[src/rtl/instr_fetch_unit_pkg.sv]
// rtl/instr_fetch_unit_pkg.sv - shared types and constants for the instruction fetch unit
package instr_fetch_unit_pkg;

    typedef enum logic {
        ST_RUN   = 1'b0,
        ST_FAULT = 1'b1
    } fetch_state_e;

    localparam logic [31:0] NOP_INSTR   = 32'h0000_0013;
    localparam int          INSTR_BYTES = 4;

endpackage

[src/rtl/instr_fetch_unit_if_id_reg.sv]
// rtl/instr_fetch_unit_if_id_reg.sv - IF/ID pipeline register with load, hold and flush
module if_id_reg
    import instr_fetch_unit_pkg::*;
(
    input  logic        clk,
    input  logic        reset,
    input  logic        load,
    input  logic        flush,
    input  logic [63:0] d_pc,
    input  logic [31:0] d_instr,
    output logic        valid,
    output logic [63:0] pc,
    output logic [31:0] instr
);

    logic        valid_q, valid_d;
    logic [63:0] pc_q, pc_d;
    logic [31:0] instr_q, instr_d;

    // Flush only drops the valid bit; the stale payload is harmless once invalid.
    always_comb begin
        valid_d = valid_q;
        pc_d    = pc_q;
        instr_d = instr_q;
        if (flush) begin
            valid_d = 1'b0;
        end else if (load) begin
            valid_d = 1'b1;
            pc_d    = d_pc;
            instr_d = d_instr;
        end
    end

    always_ff @(posedge clk) begin
        if (reset) begin
            valid_q <= 1'b0;
            pc_q    <= 64'd0;
            instr_q <= NOP_INSTR;
        end else begin
            valid_q <= valid_d;
            pc_q    <= pc_d;
            instr_q <= instr_d;
        end
    end

    assign valid = valid_q;
    assign pc    = pc_q;
    assign instr = instr_q;

endmodule

[src/rtl/instr_fetch_unit.sv]
// rtl/instr_fetch_unit.sv - single-issue instruction fetch stage with redirect and fault handling
module instr_fetch_unit
    import instr_fetch_unit_pkg::*;
#(
    parameter logic [63:0] RESET_PC  = 64'h0,
    parameter int          MEM_BYTES = 65536
) (
    input  logic        clk,
    input  logic        reset,
    output logic [63:0] pc,
    input  logic [31:0] instr_in,
    input  logic        redirect_valid,
    input  logic [63:0] redirect_target,
    input  logic        id_ready,
    output logic        id_valid,
    output logic [63:0] id_pc,
    output logic [31:0] id_instr,
    output logic        fault,
    output logic [63:0] fault_pc,
    output logic [31:0] fetch_count
);

    localparam logic [63:0] LAST_FETCH_PC = 64'(MEM_BYTES) - 64'(INSTR_BYTES);

    fetch_state_e state_q, state_d;
    logic [63:0]  pc_q, pc_d;
    logic         fault_q, fault_d;
    logic [63:0]  fault_pc_q, fault_pc_d;
    logic [31:0]  fetch_count_q, fetch_count_d;

    logic id_load, id_flush;
    logic can_advance, target_misaligned, pc_out_of_range;

    assign can_advance       = !id_valid || id_ready;
    assign target_misaligned = redirect_target[1:0] != 2'b00;
    assign pc_out_of_range   = pc_q > LAST_FETCH_PC;

    always_ff @(posedge clk) begin
        if (reset) begin
            state_q       <= ST_RUN;
            pc_q          <= RESET_PC;
            fault_q       <= 1'b0;
            fault_pc_q    <= 64'd0;
            fetch_count_q <= 32'd0;
        end else begin
            state_q       <= state_d;
            pc_q          <= pc_d;
            fault_q       <= fault_d;
            fault_pc_q    <= fault_pc_d;
            fetch_count_q <= fetch_count_d;
        end
    end

    always_comb begin
        state_d = state_q;
        case (state_q)
            ST_RUN: begin
                if (redirect_valid) begin
                    if (target_misaligned) state_d = ST_FAULT;
                end else if (can_advance && pc_out_of_range) begin
                    state_d = ST_FAULT;
                end
            end
            ST_FAULT: state_d = ST_FAULT;
            default:  state_d = ST_RUN;
        endcase
    end

    // Redirect wins over advance/stall; FAULT freezes everything until reset.
    always_comb begin
        pc_d          = pc_q;
        fault_d       = fault_q;
        fault_pc_d    = fault_pc_q;
        fetch_count_d = fetch_count_q;
        id_load       = 1'b0;
        id_flush      = 1'b0;
        if (state_q == ST_RUN) begin
            if (redirect_valid) begin
                id_flush = 1'b1;
                if (target_misaligned) begin
                    fault_d    = 1'b1;
                    fault_pc_d = redirect_target;
                end else begin
                    pc_d = redirect_target;
                end
            end else if (can_advance) begin
                if (pc_out_of_range) begin
                    id_flush   = 1'b1;
                    fault_d    = 1'b1;
                    fault_pc_d = pc_q;
                end else begin
                    id_load       = 1'b1;
                    pc_d          = pc_q + 64'(INSTR_BYTES);
                    fetch_count_d = (fetch_count_q == 32'hFFFF_FFFF) ? fetch_count_q
                                                                     : fetch_count_q + 32'd1;
                end
            end
        end
    end

    if_id_reg u_if_id_reg (
        .clk     (clk),
        .reset   (reset),
        .load    (id_load),
        .flush   (id_flush),
        .d_pc    (pc_q),
        .d_instr (instr_in),
        .valid   (id_valid),
        .pc      (id_pc),
        .instr   (id_instr)
    );

    assign pc          = pc_q;
    assign fault       = fault_q;
    assign fault_pc    = fault_pc_q;
    assign fetch_count = fetch_count_q;

endmodule
[config.mk]
export PLATFORM = sky130hd
export DESIGN_NAME = instr_fetch_unit
export DESIGN_NICKNAME = d
export VERILOG_FILES = /design/src/rtl/instr_fetch_unit_pkg.sv /design/src/rtl/instr_fetch_unit_if_id_reg.sv /design/src/rtl/instr_fetch_unit.sv
export SDC_FILE = /design/constraint.sdc
export NUM_CORES = 1
export LEC_CHECK = 0
export ABC_AREA = 1
export BUFFER_PORTS_ARGS = -buffer_cell sky130_fd_sc_hd__buf_4
export CORE_AREA = 4 4 150 181
export CTS_BUF_LIST = sky130_fd_sc_hd__clkbuf_2 sky130_fd_sc_hd__clkbuf_4 sky130_fd_sc_hd__clkbuf_8
export DETAILED_ROUTE_END_ITERATION = 8
export DIE_AREA = 0 0 154 185
export PLACE_DENSITY = 0.77
export SLEW_MARGIN = 10
export SYNTH_ARGS = -nofsm -noshare
export SYNTH_HDL_FRONTEND = slang
export SYNTH_SLANG_ARGS = --single-unit
[constraint.sdc]
create_clock -name clk -period 2.5 [get_ports clk]
set_input_delay 0.25 -clock clk [delete_from_list [all_inputs] [get_ports clk]]
set_output_delay 0.25 -clock clk [all_outputs]
set_load 0.05 [all_outputs]
* Word-level counts from Yosys, hierarchy flattened
Index checks and enable logic that the tools add are counted.
Operators by class: eq/ne operators 4, add/sub/neg operators 2, magnitude comparators 1, bitwise gates (word level) 5, mux-type cells 24, reduce and logical (&&, ||, !) cells 11
Operator list (count):
- two-way mux 64 bit | 8
- adder 64 x 3 -> 64 bit, second input constant | 1
- > comparator 64 x 16 -> 1 bit, second input constant | 1
- adder 32 x 1 -> 32 bit, second input constant | 1
- == test 32 bit, second input constant | 1
- two-way mux 1 bit | 15
- AND reduction 4 bit | 2
- nonzero test 2 bit | 3
- NOT 1 bit | 5
- AND reduction 5 bit | 1
- != test 2 bit, second input constant | 2
- != test 2 x 1 -> 1 bit, second input constant | 1
- one-hot mux 1 bit (2 select lines) | 1
- AND reduction 2 bit | 1
- OR reduction 2 bit | 1
- logical AND 1 bit | 1
- zero test 1 bit | 1
- logical OR 1 bit | 1
Word-level totals: word-level logic and storage cells 55, bits of input ports 100, register bits 259

* Depth between registers and ports, before layout
Gate-level depths: netlist (run 1).
word-level depth 7, depth in mapped cells 13

* Hierarchy
A second synthesis (run 1) with hierarchy kept.
Second synthesis, totals: cell total of the unflattened synthesis 2218, area, all modules 13680.6 um^2
Modules (own cells, without submodules):
- instr_fetch_unit | instances 1, cells an instance 1599, area each 9585.4 um^2
- if_id_reg | instances 1, cells an instance 619, area each 4095.2 um^2

* Least setup slack after synthesis (run 1)
No wires, ideal clock.
path type register to register, start point register fetch_count_q[0] (netlist: fetch_count[0]), end point register fetch_count_q[30] (netlist: fetch_count[30]), stages on the path, launching flop included 11, slack 284 ps, data arrival time 2084 ps, setup time 132 ps, clock period less this slack 2216 ps, path through dfxtp_1 ha_1 nand2_1 nor2_2 nand3_1 nor2_1 nand3_1 buf_2 buf_2 nand4_1 a21oi_1
On the way: cells in the longest elaborated chain, start to end 3, elaborated cells between the ends (all ways) 4, those cells by class add/sub (1); eq/ne (1); bitwise (1); reduce/logical (1)
RTL lines:
- from (decl) | line instr_fetch_unit.sv:29 | logic [31:0] fetch_count_q, fetch_count_d;
- from (signal assigned) | line instr_fetch_unit.sv:50 | fetch_count_q <= fetch_count_d;
- branches (longest 3 deep; another with adder 32 x 1 -> 32 bit)
Parallel ways; which one is timed is not known. A chain may end at the register's enable or synchronous reset.

* Worst setup path in the final report (run 1)
start point register pc_q[14] (netlist: pc[14]), end point register fault_pc_q[32] (netlist: fault_pc[32])
On the way: cells in the longest elaborated chain, start to end 3
RTL lines:
- from (decl) | line instr_fetch_unit.sv:26 | logic [63:0] pc_q, pc_d;
- from (signal assigned) | line instr_fetch_unit.sv:47 | pc_q <= pc_d;
- > comparator 64 x 16 -> 1 bit | line instr_fetch_unit.sv:36 | assign pc_out_of_range = pc_q > LAST_FETCH_PC;
- nonzero test 2 bit (no source line)
- AND reduction 4 bit (no source line)
- to (signal assigned) | line instr_fetch_unit.sv:49 | fault_pc_q <= fault_pc_d;
- to (decl) | line instr_fetch_unit.sv:28 | logic [63:0] fault_pc_q, fault_pc_d;
Every way passes these cells.

==> results of run 1 <==
state kept, by name (all words and copies together) (netlist names):
register and flops:
fetch_count 32, fault_pc 64, u_if_id_reg.pc 64, u_if_id_reg.valid 1
state_q 1, pc 64, fault 1, u_if_id_reg.instr 32
repair_timing:
| action | in CTS | in global routing |
|---|---|---|
| hold endpoints to repair | 32 | 0 |
| endpoints found under the setup margin | 0 | 3 |
| setup buffers | 0 | 0 |
| hold buffers | 32 | 0 |
| resized for setup | 0 | 1 |
routing by layer:
metal	part of all wire	routed length (um)	global-route usage
met5	0	0	0
met2	0.49	20700	0.492
met3	0.084	3540	0.0675
met1	0.39	16300	0.329
met4	0.041	1720	0.116
power groups by stage:
stage | Sequential, mW | Clock [mW] | Combinational [mW]
2_1_floorplan | 5.11 | 0 | 0.774
3_3_place_gp | 4.54 | 0 | 1.99
3_5_place_dp | 4.54 | 0 | 2.01
4_1_cts | 4.45 | 4.07 | 2.06
5_1_grt | 4.48 | 4.25 | 2.23
6_report | 4.46 | 3.97 | 2.06
cells by family after synthesis:
logic type | after synthesis | share of synthesized area
simple gates | 1178 | 0.385
xor+xnor | 17 | 0.0119
fa+ha+maj | 2 | 0.00200
buf+inv | 269 | 0.0909
compound gates | 236 | 0.0964
flops | 259 | 0.414
cell usage in the layout, fill, tap and decap left out, types with 2 or more instances in the layout:
| cell type | instances |
|---|---|
| clkbuf_4 | 20 |
| nand2_1 | 605 |
| or2_2 | 2 |
| ha_1 | 2 |
| nand3b_1 | 14 |
| a31oi_1 | 4 |
| o21a_1 | 4 |
| inv_6 | 2 |
| nand3_1 | 96 |
| buf_12 | 10 |
| dlygate4sd3_1 | 32 |
| inv_2 | 4 |
| clkinv_2 | 2 |
| xnor2_1 | 3 |
| inv_1 | 144 |
| nand4_1 | 62 |
| xor2_1 | 14 |
| or2_1 | 2 |
| o21ai_0 | 15 |
| nor3_1 | 15 |
| nor2_1 | 372 |
| buf_4 | 386 |
| o211ai_1 | 3 |
| clkbuf_8 | 52 |
| a21oi_1 | 208 |
| nor2_2 | 4 |
| dfxtp_1 | 259 |
final timing paths:
path                              to  slack [ns]  cells after the start
setup / recovery        fault_pc[32]        0.18                     10
hold / removal                pc[44]        0.03                      5
setup reg to reg        fault_pc[32]        0.18                     10
hold reg to reg   u_if_id_reg.pc[25]        0.44                      2
cell type report:
class,count,share of cell area
repair buffers,428,0.204
multi-input cells,1433,0.372
clock inverters,5,0.00344
clock buffers,72,0.0517
flip-flops and latches,259,0.310
well taps,330,0.0247
inverters,149,0.0336
diodes,1,0.000149
worst min-delay path: stages:
cell and delay (ns):
buf_4 0.08, nand2_1 0.04, inv_1 0.06, nor2_1 0.04, nor2_1 0.08
==> out/metrics.yaml, run 1 <==
worst_setup_path:
  worstSetupPathType: "reg -> reg"
  cp_cell_sequence: "nand2_1, nor2_1, nand4_1, nand3_1, nand2_1, nand2_8, buf_12, nand3_1, nand2_1, nor2_1"
  r2r_start: "pc[14]"
  cp-end-kind: "flop"
  crit_required_ns: 2.93
  slowest_delay_ns: 0.45
  cpMaxStageDelayCell: "dfxtp_1"
  cp_num_buf_inv: 1
  cp_common_cell: "nand2_1"
  cpLargestDelayFamily: "simple AND/OR/NAND/NOR gates"
  critPathLaunch: "pc[14]"
  start_kind: "flop"
  cp_max_fo: 65
  crit_arrival_ns: 2.75
sta:
  rsz0062_at_grt: "false"
  final.setup.tns_ns: 0
  finalSetupViolations: 0
  fmax_ghz: 0.432
  min_period_ns: 2.32
  setup_slack_ns: 0.184
  slew_violations: 0
  hold_ws_ns: 0.0284
  final-hold-violation-count: 0
  maxSlewHeadroom: 0.509
  skew_ns: 0.0240
  fin_crit_sh: 0.926
  tightest_slew_ns: 0.737
synth:
  yosys.area.top_type: "dfxtp_1"
  async_flop_share: 0
  synthTopCellsByArea: "dfxtp_1 (41%), nand2_1 (18%), nor2_1 (11%)"
  ys_seq_area_frac: 0.414
  synth_edf_count: 0
  yosysMostFrequentCell: "nand2_1"
  synth_common_cells: "nand2_1 (606), nor2_1 (372), dfxtp_1 (259)"
  synthFlopType: "dfxtp_1"
  avgSynthCellArea_um2: 6.39
  synth_top_area_frac: 0.414
  ys_warn_count: 0
  synth.distinct_cells: 30
  syn-num-nets: 2063
  synth-seq-cells: 259
  postSynthCellCount: 1961
  netlist_area_mm2: 0.0125
clocking:
  cts_buffers: 43
  clk_path_buf_depth: 3
  clk_latency_ns: 0.56
  path_clk_slew_ns: 0.06
  cts_tree: "done"
  h-tree-depth: 2
  clock_sinks: 259
  clockRootBuffer: "clkbuf_8"
power:
  p_leak_nw: 8.07
  pwr-share-clk: 0.379
  pwr-share-seq: 0.425
  p_sw_mw: 3.22
  power.total_mw: 10.5
  combPwrFrac: 0.196
  powerDensity_mw_per_mm2: 627
  intPower_mw: 7.27
  swShare: 0.307
  ir_drop_mv: 0.419
detailed_routing:
  viasPerCell: 5.19
  drc: 0
  dr.pass1.iters: 5
  final_antenna_net_count: 0
  wire_per_inst_um: 15.8
  via_count: 13900
  wl_um: 42300
  drtIter0Drc: 824
final_layout:
  fill_cells: 2314
  layout-drive-gt1-share: 0.209
  finalInstanceArea_mm2: 0.0167
  fin_util: 0.659
  fin_cells: 2677
  multi_input_area_mm2: 0.00623
  nets: 2416
  syn2layout_area_growth_pct: 33.7
  regArea_mm2: 0.00518
die:
  dieWidth_um: 154
  dieArea_mm2: 0.0285
  initial_core_util: 0.493
  core_mm2: 0.0254
  rows: 64
  die_y_um: 185
  ios: 358
placement:
  place.gp.congestion: 0.911
  dp.cells: 2567
  port_buffers: 357
  dpl-instance-area_mm2: 0.0155
  post-dp-hpwl_um: 29400
  place_ws_ns: 0.183
global_route:
  grt_pass1_wl_um: 66400
  overflow: 0
  grtUsageTotal: 0.280
  antenna_found_initial: 0
  first_global_vias: 13000
  grt_max_degree: 126
flow_run:
  maxCapViolCount: 0
min_path:
  hold_class: "in -> reg"
  hp-start: "redirect_target[44]"
run_status:
  status: "complete, no violations"
Power figures use the tool's default switching activity.
==> run 2: changes to the inputs <==
--- a/config.mk
+++ b/config.mk
@@ -7,12 +7,13 @@
 export LEC_CHECK = 0
 export ABC_AREA = 1
 export BUFFER_PORTS_ARGS = -buffer_cell sky130_fd_sc_hd__buf_4
-export CORE_AREA = 4 4 150 181
+export CORE_AREA = 4 4 157 189
 export CTS_BUF_LIST = sky130_fd_sc_hd__clkbuf_2 sky130_fd_sc_hd__clkbuf_4 sky130_fd_sc_hd__clkbuf_8
 export DETAILED_ROUTE_END_ITERATION = 8
-export DIE_AREA = 0 0 154 185
-export PLACE_DENSITY = 0.77
+export DIE_AREA = 0 0 161 193
+export PLACE_DENSITY = 0.76
 export SLEW_MARGIN = 10
 export SYNTH_ARGS = -nofsm -noshare
 export SYNTH_HDL_FRONTEND = slang
+export SYNTH_HIERARCHICAL = 1
 export SYNTH_SLANG_ARGS = --single-unit
==> out/metrics.yaml, run 2 <==
run_status:
  status: "complete, no violations"  # unchanged
synth:
  synthTopCellsByArea: "dfxtp_1 (38%), nand2_1 (15%), nor2_1 (14%)"  # was dfxtp_1 (41%), nand2_1 (18%), nor2_1 (11%)
  synth-seq-cells: 259  # unchanged
  synth_top_area_frac: 0.379  # was 0.414
  yosysMostFrequentCell: "nand2_1"  # unchanged
  syn-num-nets: 2320  # was 2063
  netlist_area_mm2: 0.0137  # was 0.0125 mm2
  avgSynthCellArea_um2: 6.17  # was 6.39 um2
  synth_common_cells: "nand2_1 (562), nor2_1 (507), dfxtp_1 (259)"  # was nand2_1 (606), nor2_1 (372), dfxtp_1 (259)
  yosys.area.top_type: "dfxtp_1"  # unchanged
  ys_seq_area_frac: 0.379  # was 0.414
  synth.distinct_cells: 34  # was 30
  postSynthCellCount: 2218  # was 1961
  synth_edf_count: 0  # unchanged
  synthFlopType: "dfxtp_1"  # unchanged
  ys_warn_count: 6  # was 0
  async_flop_share: 0  # unchanged
power:
  intPower_mw: 7.29  # was 7.27 mW
  ir_drop_mv: 0.395  # was 0.419 mV
  pwr-share-clk: 0.371  # was 0.379
  p_leak_nw: 8.82  # was 8.07 nW
  p_sw_mw: 3.43  # was 3.22 mW
  swShare: 0.320  # was 0.307
  powerDensity_mw_per_mm2: 594  # was 627 mW/mm2
  pwr-share-seq: 0.416  # was 0.425
  combPwrFrac: 0.213  # was 0.196
worst_setup_path:
  cp_max_fo: 23  # was 65
  cpMaxStageDelayCell: "dfxtp_1"  # unchanged
  crit_required_ns: 2.95  # was 2.93 ns
  cp_num_buf_inv: 3  # was 1
  r2r_start: "pc[4]"  # was pc[14]
  critPathLaunch: "pc[4]"  # was pc[14]
  cpLargestDelayFamily: "simple AND/OR/NAND/NOR gates"  # unchanged
  worstSetupPathType: "reg -> reg"  # unchanged
  crit_arrival_ns: 2.72  # was 2.75 ns
  cp_common_cell: "nor2_4"  # was nand2_1
  cp_cell_sequence: "nand3_2, nor2_4, nand4_1, nand2_1, nor2_4, o22ai_1, buf_4, nor2_4, buf_12, clkbuf_16, nor2_1, nor2_1"  # was nand2_1, nor2_1, nand4_1, nand3_1, nand2_1, nand2_8, buf_12, nand3_1, nand2_1, nor2_1
  start_kind: "flop"  # unchanged
  cp-end-kind: "flop"  # unchanged
  slowest_delay_ns: 0.55  # was 0.45 ns
placement:
  place.gp.congestion: 0.944  # was 0.911
  post-dp-hpwl_um: 33500  # was 29400 um
  port_buffers: 357  # unchanged
sta:
  slew_violations: 0  # unchanged
  skew_ns: 0.0231  # was 0.0240 ns
  final-hold-violation-count: 0  # unchanged
  maxSlewHeadroom: 0.494  # was 0.509
  tightest_slew_ns: 0.759  # was 0.737 ns
  hold_ws_ns: 0.0344  # was 0.0284 ns
  min_period_ns: 2.28  # was 2.32 ns
  finalSetupViolations: 0  # unchanged
  rsz0062_at_grt: "false"  # unchanged
  final.setup.tns_ns: 0  # unchanged
  fin_crit_sh: 0.911  # was 0.926
  fmax_ghz: 0.439  # was 0.432 GHz
clocking:
  cts_tree: "done"  # unchanged
  path_clk_slew_ns: 0.06  # about the same
  clk_latency_ns: 0.57  # was 0.56 ns
  h-tree-depth: 2  # unchanged
  clk_path_buf_depth: 3  # unchanged
  cts_buffers: 44  # was 43
  clockRootBuffer: "clkbuf_8"  # unchanged
  clock_sinks: 259  # unchanged
global_route:
  antenna_found_initial: 1  # was 0
  overflow: 0  # unchanged
  grt_max_degree: 148  # was 126
  grtUsageTotal: 0.289  # was 0.280
  grt_pass1_wl_um: 74000  # was 66400 um
  first_global_vias: 14500  # was 13.0k
detailed_routing:
  wl_um: 48200  # was 42300 um
  final_antenna_net_count: 0  # unchanged
  wire_per_inst_um: 16.1  # was 15.8 um
  viasPerCell: 5.20  # was 5.19
  via_count: 15500  # was 13.9k
  drc: 0  # unchanged
  dr.pass1.iters: 7  # was 5
  drtIter0Drc: 1299  # was 824
final_layout:
  nets: 2683  # was 2416
  fill_cells: 2588  # was 2314
  syn2layout_area_growth_pct: 31.9  # was 33.7%
  multi_input_area_mm2: 0.00687  # was 0.00623 mm2
  regArea_mm2: 0.00519  # was 0.00518 mm2
  final_cell_mix: "nand2_1 (562), nor2_1 (506), buf_4 (411)"  # was nand2_1 (605), buf_4 (386), nor2_1 (372)
  final_common_cell: "nand2_1"  # unchanged
  layout-drive-gt1-share: 0.203  # was 0.209
die:
  dieWidth_um: 161  # was 154 um
  dieArea_mm2: 0.0311  # was 0.0285 mm2
  initial_core_util: 0.492  # was 0.493
  die_y_um: 193  # was 185 um
  rows: 67  # was 64
  core_mm2: 0.0278  # was 0.0254 mm2
  ios: 358  # unchanged
flow_run:
  maxCapViolCount: 0  # unchanged
min_path:
  hp-start: "redirect_target[56]"  # was redirect_target[44]
  hold_class: "in -> reg"  # unchanged
[run 2: cell count changes after synthesis, sizes merged]
cell,previous run,this run
nor2,377,513
nand2,607,566
nand3,98,195
inv,149,242
nor3,15,19
o22ai,0,1
a21oi,209,164
o21ai,15,13
clkinv,0,2
buf,73,89
o211ai,3,4
nand4,62,60
clkbuf,47,46
nand3b,14,12
[run 2: what timing repair did]
action                                 4_1_cts  5_1_grt
hold buffers                                26        0
buffers inserted                             0        1
endpoints found under the hold margin       26        0
setup endpoints to repair                    0       11
resized for setup                            0        2
[run 2: worst register-to-register path, stage by stage, from the launching register on]
cell and delay, ns:
dfxtp_1 0.55, nand3_2 0.20, nor2_4 0.15, nand4_1 0.14, nand2_1 0.15, nor2_4 0.07
o22ai_1 0.20, buf_4 0.18, nor2_4 0.04, buf_12 0.13, clkbuf_16 0.19, nor2_1 0.13
nor2_1 0.06
[run 2: layer usage]
metal,global-route usage,up-vias,part of all wire
li1,-,7658,-
met1,0.356,7041,0.40
met2,0.498,718,0.48
met3,0.0621,126,0.085
met4,0.111,0,0.037
met5,0,-,0
[run 2: power groups by stage]
stage               combinational [mW]  clock [mW]  sequential [mW]
detailed placement                2.23           0             4.54
finish                            2.28        3.97             4.46
floorplan                        0.898           0             5.13
global placement                  2.20           0             4.54
CTS                               2.27        4.06             4.46
global route                      2.46        4.25             4.48
[run 2: kinds of logic (layout without fill, tap and decap cells)]
family / after synthesis / after routing / share of synthesized area
flops: 259 / 259 / 0.379
other cells: 0 / 1 / 0
fa+ha+maj: 2 / 2 / 0.00183
xor+xnor: 17 / 17 / 0.0109
buf+inv: 379 / 772 / 0.121
compound gates: 191 / 191 / 0.0723
simple gates: 1370 / 1370 / 0.415
[run 2: cell type report]
class	instances	share of cell area
Multi-Input combinational cell	1580	0.381
Sequential cell	259	0.287
Timing Repair Buffer	452	0.203
Inverter	244	0.0512
Clock buffer	69	0.0492
Tap cell	379	0.0263
Clock inverter	7	0.00222
Antenna cell	1	0.000139
[run 2: metrics by stage]
| stage | worst slack [ns] | area [um2] | cells | utilization | power [mW] |
|---|---|---|---|---|---|
| floorplan | 0.0861 | 13700 | 2218 | - | 6.02 |
| global placement | 0.219 | 16800 | 2884 | 0.602 | 6.74 |
| detailed placement | 0.175 | 16800 | 2884 | 0.602 | 6.77 |
| CTS | 0.174 | 17900 | 2986 | 0.645 | 10.8 |
| global route | 0.0239 | 18000 | 2991 | 0.648 | 11.2 |
| finish | 0.223 | 18000 | 2991 | 0.648 | 10.7 |
[run 2: path summary, 6_finish.rpt]
kind                            to  cells after the start  slack (ns)
min reg2reg   u_if_id_reg/instr[0]                      2        0.46
min                         pc[56]                      5        0.03
max          u_if_id_reg/instr[10]                     12        0.22
max reg2reg  u_if_id_reg/instr[10]                     12        0.22
==> run 3: changes to the inputs <==
--- a/config.mk
+++ b/config.mk
@@ -7,10 +7,11 @@
 export LEC_CHECK = 0
 export ABC_AREA = 1
 export BUFFER_PORTS_ARGS = -buffer_cell sky130_fd_sc_hd__buf_4
-export CORE_AREA = 4 4 157 189
+export CORE_AREA = 2 2 155 187
 export CTS_BUF_LIST = sky130_fd_sc_hd__clkbuf_2 sky130_fd_sc_hd__clkbuf_4 sky130_fd_sc_hd__clkbuf_8
 export DETAILED_ROUTE_END_ITERATION = 8
-export DIE_AREA = 0 0 161 193
+export DIE_AREA = 0 0 157 189
+export HOLD_SLACK_MARGIN = 0.12
 export PLACE_DENSITY = 0.76
 export SLEW_MARGIN = 10
 export SYNTH_ARGS = -nofsm -noshare
==> out/metrics.yaml, run 3 (synthesis results as in run 2) <==
run_status:
  status: "complete, no violations"  # unchanged
global_route:
  first_global_vias: 15000  # was 14.5k
  overflow: 0  # unchanged
  grt_max_degree: 101  # was 148
  grt_pass1_wl_um: 75700  # was 74000 um
  grtUsageTotal: 0.314  # was 0.289
  antenna_found_initial: 0  # was 1
power:
  ir_drop_mv: 0.437  # was 0.395 mV
  p_leak_nw: 9.20  # was 8.82 nW
  powerDensity_mw_per_mm2: 584  # was 594 mW/mm2
  power.total_mw: 11.0  # was 10.7 mW
worst_setup_path:
  worstSetupPathType: "reg -> reg"  # unchanged
  worst_r2r_path_depth: 12  # unchanged
  crit_arrival_ns: 2.73  # was 2.72 ns
  cp_cell_sequence: "nor2_1, nand2_1, nor2_1, nand2_1, nor2_2, inv_1, nor2_2, buf_4, nand3_2, buf_12, o21ai_0, nor2_1"  # was nand3_2, nor2_4, nand4_1, nand2_1, nor2_4, o22ai_1, buf_4, nor2_4, buf_12, clkbuf_16, nor2_1, nor2_1
  crit_required_ns: 2.95  # about the same
  cpMaxStageDelayCell: "buf_4"  # was dfxtp_1
  start_kind: "flop"  # unchanged
  cp-end-kind: "flop"  # unchanged
  slowest_delay_ns: 0.37  # was 0.55 ns
  cp_max_fo: 32  # was 23
  cp_common_cell: "nor2_1"  # was nor2_4
flow_run:
  maxCapViolCount: 0  # unchanged
die:
  dieArea_mm2: 0.0297  # was 0.0311 mm2
  core_mm2: 0.0277  # was 0.0278 mm2
  die_y_um: 189  # was 193 um
  ios: 358  # unchanged
  dieWidth_um: 157  # was 161 um
  initial_core_util: 0.493  # was 0.492
  rows: 67  # unchanged
sta:
  fin_crit_sh: 0.909  # was 0.911
  skew_ns: 0.0318  # was 0.0231 ns
  finalSetupViolations: 0  # unchanged
  maxSlewHeadroom: 0.597  # was 0.494
  fmax_ghz: 0.440  # was 0.439 GHz
  rsz0062_at_grt: "false"  # unchanged
  slew_violations: 0  # unchanged
  final-hold-violation-count: 0  # unchanged
  tightest_slew_ns: 0.604  # was 0.759 ns
  min_period_ns: 2.27  # was 2.28 ns
clocking:
  clock_sinks: 259  # unchanged
  cts_tree: "done"  # unchanged
  clk_latency_ns: 0.56  # was 0.57 ns
  h-tree-depth: 2  # unchanged
  cts_buffers: 43  # was 44
  clockRootBuffer: "clkbuf_8"  # unchanged
  clk_path_buf_depth: 3  # unchanged
  path_clk_slew_ns: 0.06  # about the same
detailed_routing:
  drc: 0  # unchanged
  viasPerCell: 5.18  # was 5.20
  wl_um: 48200  # about the same
  dr.pass1.iters: 6  # was 7
  via_count: 15900  # was 15.5k
  wire_per_inst_um: 15.7  # was 16.1 um
  final_antenna_net_count: 0  # unchanged
  drtIter0Drc: 1142  # was 1299
final_layout:
  antenna_cells: 0  # was 1
  syn2layout_area_growth_pct: 37.5  # was 31.9%
  fin_util: 0.678  # was 0.648
  layout-drive-gt1-share: 0.206  # was 0.203
  final_cell_mix: "nand2_1 (562), nor2_1 (506), buf_4 (436)"  # was nand2_1 (562), nor2_1 (506), buf_4 (411)
  nets: 2764  # was 2683
  fill_cells: 2408  # was 2588
  final_common_cell: "nand2_1"  # unchanged
min_path:
  holdPathStages: 5  # unchanged
  hold_class: "in -> reg"  # unchanged
placement:
  port_buffers: 357  # unchanged
  place.gp.congestion: 0.958  # was 0.944
  post-dp-hpwl_um: 32600  # was 33500 um
==> run 3: cell count changes in the layout (fill, tap and decap cells not counted), moves of 2 or more <==
cell,change
dlygate4sd3_1,+55
buf_4,+25
clkinv_2,-3
clkbuf_8,-3
buf_12,+4
clkbuf_4,+2
clkbuf_16,-3
bufinv_16,+2
==> run 3: area by class of cell <==
cell class                      instances  area [um2]  share of cell area
Sequential cell                       259        5190               0.276
Clock buffer                           68         861              0.0458
Timing Repair Buffer                  533        4400               0.234
Multi-Input combinational cell       1581        6880               0.366
Clock inverter                          5        81.3             0.00432
Inverter                              244         922              0.0490
Tap cell                              379         474              0.0252
==> run 3: where the power goes <==
part	switching (mW)	internal (mW)	total [mW]
combinational	1.62	0.846	2.47
clock	1.72	2.38	4.10
sequential	0.110	4.31	4.42
total	3.45	7.53	11.0
==> run 3: path summary, 6_finish.rpt <==
| check | from | end | slack, ns |
|---|---|---|---|
| max | pc[58] | fetch_count[1] | 0.23 |
| max reg2reg | pc[58] | fetch_count[1] | 0.23 |
| min | redirect_target[19] | fault_pc[19] | 0.14 |
| min reg2reg | u_if_id_reg/instr[4] | u_if_id_reg/instr[4] | 0.47 |
==> run 3: stage by stage <==
step | area, um2 | hold slack (ns) | worst slack (ns) | setup TNS (ns) | instances
6_report | 18800 | 0.145 | 0.227 | 0 | 3069
5_1_grt | 18800 | 0.149 | 0.0416 | 0 | 3069
4_1_cts | 18800 | 0.121 | 0.0481 | 0 | 3068
3_5_place_dp | 17000 | 0.449 | -0.135 | -3.86 | 2913
3_3_place_gp | 17000 | 0.455 | -0.0691 | -1.78 | 2913
2_1_floorplan | 13700 | 0.319 | 0.0861 | 0 | 2218
==> run 3: repair_timing <==
action | in CTS | in global routing
hold buffers | 81 | 0
endpoints found under the setup margin | 98 | 98
resized for setup | 1 | 4
pin swaps | 1 | 1
gates cloned | 1 | 0
buffers inserted | 0 | 1
endpoints found under the hold margin | 88 | 0
==> run 3: worst max-delay path, delay by kind of cell, from the launching register on <==
kind | cells | cell delay (ns)
buffers and inverters | 3 | 0.63
AO/OA/AOI/OAI | 1 | 0.18
AND/OR/NAND/NOR | 8 | 0.96
flip-flops | 1 | 0.35
==> run 3: metal layers <==
layer / share of wire / track usage
met5: 0 / 0
met3: 0.083 / 0.0641
met4: 0.044 / 0.151
met1: 0.40 / 0.388
met2: 0.47 / 0.521
